## src/rtl/reset_seq_ctrl.sv

```systemverilog
// Reset sequencer: merges power-on/software/watchdog requests, stretches and staggers releases.
// Optional cause register enabled by defining RST_SEQ_CAUSE_EN.
module reset_seq_ctrl #(
   parameter int unsigned HOLD_CYCLES = 16,
   parameter int unsigned GAP_CYCLES  = 4
) (
   input  logic       clk_i,
   input  logic       rst_i,
   input  logic       test_mode_i,
   input  logic       sw_req_i,
   input  logic       wdt_req_i,
   output logic       req_ack_o,
   output logic       busy_o,
   output logic       soc_rstn_o,
   output logic       core_rstn_o,
   output logic [1:0] cause_o
);

   localparam int unsigned MaxCycles = (HOLD_CYCLES > GAP_CYCLES) ? HOLD_CYCLES : GAP_CYCLES;
   localparam int unsigned CntW      = $clog2(MaxCycles) + 1;
   localparam logic [CntW-1:0] HoldLast = CntW'(HOLD_CYCLES - 1);
   localparam logic [CntW-1:0] GapLast  = CntW'(GAP_CYCLES - 1);

   typedef enum logic [1:0] {StAssert, StRelSoc, StRelCore, StIdle} state_e;

   state_e          state_q, state_d;
   logic [CntW-1:0] cnt_q, cnt_d;
   logic            soc_rstn_q, soc_rstn_d;
   logic            core_rstn_q, core_rstn_d;
   logic            busy_q, busy_d;
   logic            ack_q, ack_d;
   logic            req;
   logic            new_seq;

   assign req = sw_req_i | wdt_req_i;

   always_comb begin
      state_d = state_q;
      cnt_d   = cnt_q;
      new_seq = 1'b0;
      unique case (state_q)
         StAssert: begin
            if (req) begin
               cnt_d = '0;
            end else if (cnt_q == HoldLast) begin
               state_d = StRelSoc;
               cnt_d   = '0;
            end else begin
               cnt_d = cnt_q + CntW'(1);
            end
         end
         StRelSoc: begin
            if (req) begin
               state_d = StAssert;
               cnt_d   = '0;
            end else if (cnt_q == GapLast) begin
               state_d = StRelCore;
               cnt_d   = '0;
            end else begin
               cnt_d = cnt_q + CntW'(1);
            end
         end
         StRelCore, StIdle: begin
            // A request here starts a fresh, acknowledged sequence.
            if (req) begin
               state_d = StAssert;
               cnt_d   = '0;
               new_seq = 1'b1;
            end else begin
               state_d = StIdle;
            end
         end
         default: begin
            state_d = StAssert;
            cnt_d   = '0;
         end
      endcase
      soc_rstn_d  = (state_d != StAssert);
      core_rstn_d = (state_d == StRelCore) || (state_d == StIdle);
      busy_d      = (state_d != StIdle);
      ack_d       = new_seq;
   end

   always_ff @(posedge clk_i) begin
      if (rst_i) begin
         state_q     <= StAssert;
         cnt_q       <= '0;
         soc_rstn_q  <= 1'b0;
         core_rstn_q <= 1'b0;
         busy_q      <= 1'b1;
         ack_q       <= 1'b0;
      end else begin
         state_q     <= state_d;
         cnt_q       <= cnt_d;
         soc_rstn_q  <= soc_rstn_d;
         core_rstn_q <= core_rstn_d;
         busy_q      <= busy_d;
         ack_q       <= ack_d;
      end
   end

`ifdef RST_SEQ_CAUSE_EN
   logic [1:0] cause_q, cause_d;

   // Fresh sequences replace the cause; restarts accumulate into it.
   always_comb begin
      cause_d = cause_q;
      if (new_seq) begin
         cause_d = {wdt_req_i, sw_req_i};
      end else if (req) begin
         cause_d = cause_q | {wdt_req_i, sw_req_i};
      end
   end

   always_ff @(posedge clk_i) begin
      if (rst_i) begin
         cause_q <= 2'b00;
      end else begin
         cause_q <= cause_d;
      end
   end

   assign cause_o = cause_q;
`else
   assign cause_o = 2'b00;
`endif

   // DFT bypass follows rst_i directly; the FSM keeps running underneath.
   assign soc_rstn_o  = test_mode_i ? ~rst_i : soc_rstn_q;
   assign core_rstn_o = test_mode_i ? ~rst_i : core_rstn_q;
   assign busy_o      = busy_q;
   assign req_ack_o   = ack_q;

endmodule

```

## config.mk

```make
export PLATFORM = sky130hd
export DESIGN_NAME = reset_seq_ctrl
export DESIGN_NICKNAME = d
export VERILOG_FILES = /design/src/rtl/reset_seq_ctrl.sv
export SDC_FILE = /design/constraint.sdc
export NUM_CORES = 1
export LEC_CHECK = 0
export BUFFER_PORTS_ARGS = -buffer_cell sky130_fd_sc_hd__buf_2
export CORE_MARGIN = 2
export CORE_UTILIZATION = 40
export DETAILED_ROUTE_END_ITERATION = 8
export PLACE_DENSITY = 0.65
export SYNTH_ARGS = -nofsm -noshare
export SYNTH_HDL_FRONTEND = slang
export SYNTH_SLANG_ARGS = --single-unit
```

## constraint.sdc

```tcl
create_clock -name clk_i -period 2.1 [get_ports clk_i]
set_clock_uncertainty 0.05 [all_clocks]
set_input_delay 0.105 -clock clk_i [delete_from_list [all_inputs] [get_ports clk_i]]
set_output_delay 0.105 -clock clk_i [all_outputs]
set_load 0.01 [all_outputs]
```

==> results of run 1 <==
## cell families (layout without fill, tap and decap cells)
kind of cell,Yosys count,after routing
AOI/OAI and AO/OA,13,13
buffers and inverters,10,20
DFF,10,10
adders and majority gates,3,3
and+or+nand+nor,18,18
muxes,3,3
other,1,2
## power by group through the flow
stage               sequential, mW  combinational [mW]  clock, mW
detailed placement           0.196              0.0202          0
CTS                          0.191              0.0217      0.181
global route                 0.191              0.0244      0.188
global placement             0.196              0.0199          0
floorplan                    0.196              0.0134          0
finish                       0.191              0.0216      0.173
## per-layer routing
| layer | vias up | track usage | wire length [um] |
|---|---|---|---|
| met5 | - | 0 | 0 |
| met4 | 0 | 0.0750 | 8 |
| met3 | 2 | 0.0667 | 69 |
| met2 | 11 | 0.214 | 399 |
| met1 | 199 | 0.167 | 448 |
| li1 | 222 | - | - |
## state kept, by name, indices dropped and copies added (netlist names)
name and count:
busy_o 1, cnt_q 5, req_ack_o 1, soc_rstn_q 1, state_q 2
## per-stage QoR
step                      hold WS (ps)  area (um2)  utilization  instances
after floorplan                    127         531            -         59
final                             78.0         613        0.483         84
after global placement             274         567        0.447         79
after CTS                         72.3         613        0.483         84
after detailed placement           281         567        0.447         79
after global routing              88.4         613        0.483         84
## worst max-delay path by stage
stage | slack (ps) | start | endpoint | depth (start not counted)
floorplan | 460 | cnt_q[0] | cnt_q[0] | 7
global placement | 340 | cnt_q[0] | cnt_q[0] | 7
detailed placement | 290 | cnt_q[0] | cnt_q[0] | 7
CTS | 290 | cnt_q[0] | cnt_q[0] | 7
global route | 170 | cnt_q[0] | cnt_q[0] | 7
finish | 290 | cnt_q[0] | cnt_q[0] | 7
## placed cells by master, fill, tap and decap left out
cell            n
nand3_1         2
buf_2           8
or4b_4          1
or3b_2          1
nand2_1         1
and2_1          1
mux2i_1         3
nor3_1          2
nor2_1          4
a31oi_1         1
or3_1           4
o211ai_1        1
dlygate4sd3_1   1
a221oi_1        1
inv_1           7
dfxtp_1        10
a21oi_1         5
nor4b_1         1
o21ai_0         3
o21ai_2         1
clkbuf_4        3
nor3b_1         1
clkbuf_8        1
conb_1          2
o311ai_4        1
ha_1            3
## timing repair
action / 4_1_cts / 5_1_grt
hold endpoints to repair: 1 / 0
endpoints found under the setup margin: 0 / 0
hold buffers: 1 / 0
## worst max-delay path, cell delays in order (launching register included)
cell and delay [ps]:
dfxtp_1 360, ha_1 210, nand3_1 110, inv_1 80
ha_1 170, or3b_2 500, o211ai_1 120, a31oi_1 70
## cell type report
type                            instances  area share
Multi-Input combinational cell         39       0.459
Tap cell                               15      0.0306
Inverter                                7      0.0429
Sequential cell                        10       0.327
Timing Repair Buffer                    9      0.0816
Clock buffer                            4      0.0592
==> metrics, run 1 <==
worst setup path class flop to flop; sequential fraction of design power 0.496; Post-DP HPWL 692 um; WL per Instance approximately 11 um; Min-Delay Endpoint busy_o; combinational family with the most area after synthesis simple AND/OR/NAND/NOR gates; HP Class input port to flop; Yosys top cell area share 0.380; P_int 0.306 mW; synthesis warning total 0; ratio of cells with drive above 1 in the final layout 0.232; GRT Total Usage 0.142; DR pass1 iterations 4; worst hold stages 3; Unique masters post-synth 23; Post-synth ARST share 0; port bufs 8; FF/Latch Area approximately 200 um2; Fmax achieved around 0.55 GHz; Max IR drop VDD 0.286 mV; reg2reg setup slack around 290 ps; WP data required between 2000 and 2500 ps; drt via density roughly 5.2; Core ar. 1270 um2; die area between 1500 and 2000 um2; Worst Tran Pin Value 556 ps; Area growth, synth to finish 16.4%; Switching Share 0.209; post-synthesis adder-cell area fraction 0.0713; Comb power frac 0.056; Iteration-0 DRC Markers 5; RR Endpoint cnt_q[0]; post-synthesis xor/xnor area fraction 0; mux cell area share after synthesis 0.0570; Tmin final between 1500 and 2000 ps; fin nets 78; worst hold start sw_req_i; ANT nets after route 0; synthesized area about 530 um2; clock buffer count from CTS 3; reg2reg path depth 7; Switch Pwr just over 0.08 mW; post-synthesis register bit count 10; Clock Power Share 0.448; Post-synth EDFFs 0; unrepaired setup endpoints after global routing false; final worst setup slack 294 ps; synth top area cells dfxtp_1, ha_1, mux2i_1; clk_lat worst skew between 200 and 300 ps; TritonCTS Sinks 10; Synth Area in Simple Gates 0.207; Yosys top cell by area dfxtp_1; count of final setup violators 0; I/O pin count 11; Post-CTS Repair Setup Buffers 0; Syn Inst Count 58; row count 13; via count ~430; gr ovfl total 0; area occupied by multi-input gates around 280 um2; Leakage 0.227 nW; Critical R2R Launch cnt_q[0]; Top FF cell, synth dfxtp_1; crit start category flop; most common library cells after synthesis dfxtp_1, inv_1, a21oi_1; initial antenna violation count 0; pre-CTS setup slack 294 ps; CP Capture Type flop; die span in x about 40 um; Total Routed Length around 930 um; Clock Tree Buf Depth 2; maxcap violations 0; Starting Density 0.415; ANT cells 0; total power 0.386 mW; CTS tree done; # fillers around 130; DRC 0; Synth Area in Compound Gates 0.185; Max Slew Vio Count 0; htree depth 1; first-pass GRT wire length 1.43 mm; CTS root buf clkbuf_4; Final period util 0.860; sequential area share after synthesis 0.380; post-CTS sizing 0; top-count cell post-synth dfxtp_1; Clock transition at path regs 70 ps; number of global-route vias before repair between 300 and 400; syn avg cell area slightly above 9 um2; outcome finished, final reports clean; TNS Setup 0 ps; arrival time worst endpoint ~1900 ps; largest net degree at the start of global routing 11; Die H slightly above 40 um; crit-path max FO 4; pwr dens between 600 and 700 nW/um2; final-report hold violation count 0; Final Wtd Congestion about 0.76; slew margin rel. 0.628
Power figures use the tool's default switching activity.
==> run 2, diff against run 1 <==
MAX_ROUTING_LAYER = met4   (was default)
==> run 2 against run 1 <==
Compared with the run above:
- final cell count is the same
- sequential power barely moved
- core utilization is the same
- sequential cell count unchanged
- highest routed layer unchanged
==> metrics, run 2 (synthesis gave the netlist of run 1 again) <==
Total Routed Length 917 um; crit start category flop; max FFs per register 5; number of global-route vias before repair 346; Iteration-0 DRC Markers 5; final worst setup slack slightly below 300 ps; Biggest register cnt_q; commonest non-fill, non-tap cell in the layout dfxtp_1; pwr dens ~630 nW/um2; most frequent cells in the layout dfxtp_1, buf_2, inv_1; reg2reg path depth 7; fin nets 78; final-report hold violation count 0; gr ovfl total 0; worst setup path class flop to flop; Max IR drop VDD between 0.2 and 0.3 mV; ratio of cells with drive above 1 in the final layout 0.232; Cell Area, Placed 567 um2; RR Endpoint cnt_q[0]; # fillers approximately 130; crit-path cells ha_1 > nand3_1 > inv_1 > ha_1 > or3b_2 > o211ai_1 > a31oi_1; Fmax achieved around 0.55 GHz; GRT Total Usage 0.150; largest net degree at the start of global routing 11; count of final setup violators 0; unrepaired setup endpoints after global routing false; reg2reg setup slack 290 ps; via count 429; arrival time worst endpoint 1890 ps; DRC 0; Tmin final 1810 ps; Post-DP HPWL between 600 and 700 um; Clock transition at path regs 70 ps; clock buffer count from CTS 3; worst hold stages 3; Area growth, synth to finish 16.4%; design area 613 um2; ANT cells 0; area occupied by multi-input gates 282 um2; crit-path max cell delay about 500 ps; Worst Setup EP cnt_q[0]; Final Wtd Congestion between 0.7 and 0.8; FF/Latch Area ~200 um2; CP Capture Type flop; Post-Route Utilization 0.483; TritonCTS Sinks 10; CP dominant cell by count ha_1; WP data required between 2000 and 2500 ps; Finished Layout Cells between 80 and 90; row count 13; pre-CTS setup slack 294 ps; WL per Instance 10.9 um; CP max stage cell or3b_2; Core ar. 1270 um2; outcome finished, final reports clean; Starting Density 0.415; port bufs 8; TNS Setup 0 ps; crit-path max FO 4; maxcap violations 0; Critical R2R Launch cnt_q[0]; largest registers cnt_q x5, state_q x2; die area about 1600 um2; htree depth 1; post-CTS sizing 0; CTS root buf clkbuf_4; Post-CTS Repair Setup Buffers 0; Setup crit start cnt_q[0]; Clock Tree Buf Depth 2; ANT nets after route 0; HP Class input port to flop; slew margin rel. 0.627; Leakage ~0.23 nW; initial antenna violation count 0; Die H approximately 40 um; Placed Instances 79; drt via density 5.11; Final period util 0.861; die span in x between 40 and 50 um; Max Slew Vio Count 0; I/O pin count 11; first-pass GRT wire length roughly 1.4 mm; clk_lat worst skew around 270 ps; DR pass1 iterations 2; Worst Tran Pin Value about 560 ps; CTS tree done
==> run 2: cell counts in the layout (fill, tap and decap cells not counted) <==
Identical to the previous run, type by type.
==> run 2: area by class of cell <==
class,instances,area share
Clock buffer,4,0.0592
Inverter,7,0.0429
Multi-Input combinational cell,39,0.459
Sequential cell,10,0.327
Tap cell,15,0.0306
Timing Repair Buffer,9,0.0816
==> run 2: worst min-delay path by stage <==
stage | from | to | slack [ps]
3_3_place_gp | rst_i | req_ack_o | 270
2_1_floorplan | rst_i | req_ack_o | 130
4_1_cts | sw_req_i | busy_o | 70
3_5_place_dp | rst_i | req_ack_o | 280
6_report | sw_req_i | busy_o | 80
5_1_grt | sw_req_i | busy_o | 80
==> run 2: routing by layer <==
metal	GRT usage	part of all wire	wire, um
met1	0.167	0.48	441
met2	0.214	0.44	399
met3	0.0833	0.076	70
met4	0.0750	0.0065	6
met5	-	0	0
==> run 2: power by group <==
group	switching, mW	internal, mW
clock	0.0680	0.105
sequential	0.000917	0.191
combinational	0.0119	0.00976
total	0.0809	0.306
==> run 2: timing repair <==
item                                   CTS  global route
hold buffers                             1             0
endpoints found under the hold margin    1             0
setup endpoints to repair                0             0
==> run 2: critical path, delay by kind of cell, from the launching register on <==
kind | cells | cell delay, ps
and+or+nand+nor | 2 | 610
adders and majority gates | 2 | 380
DFF | 1 | 370
AOI/OAI and AO/OA | 2 | 190
buffers and inverters | 1 | 80
==> run 2: per-stage QoR <==
stage	power, mW	hold WS [ps]
after floorplan	0.209	127
after global placement	0.216	274
after detailed placement	0.216	281
after CTS	0.394	72.3
after global routing	0.406	83.2
final	0.386	79.4
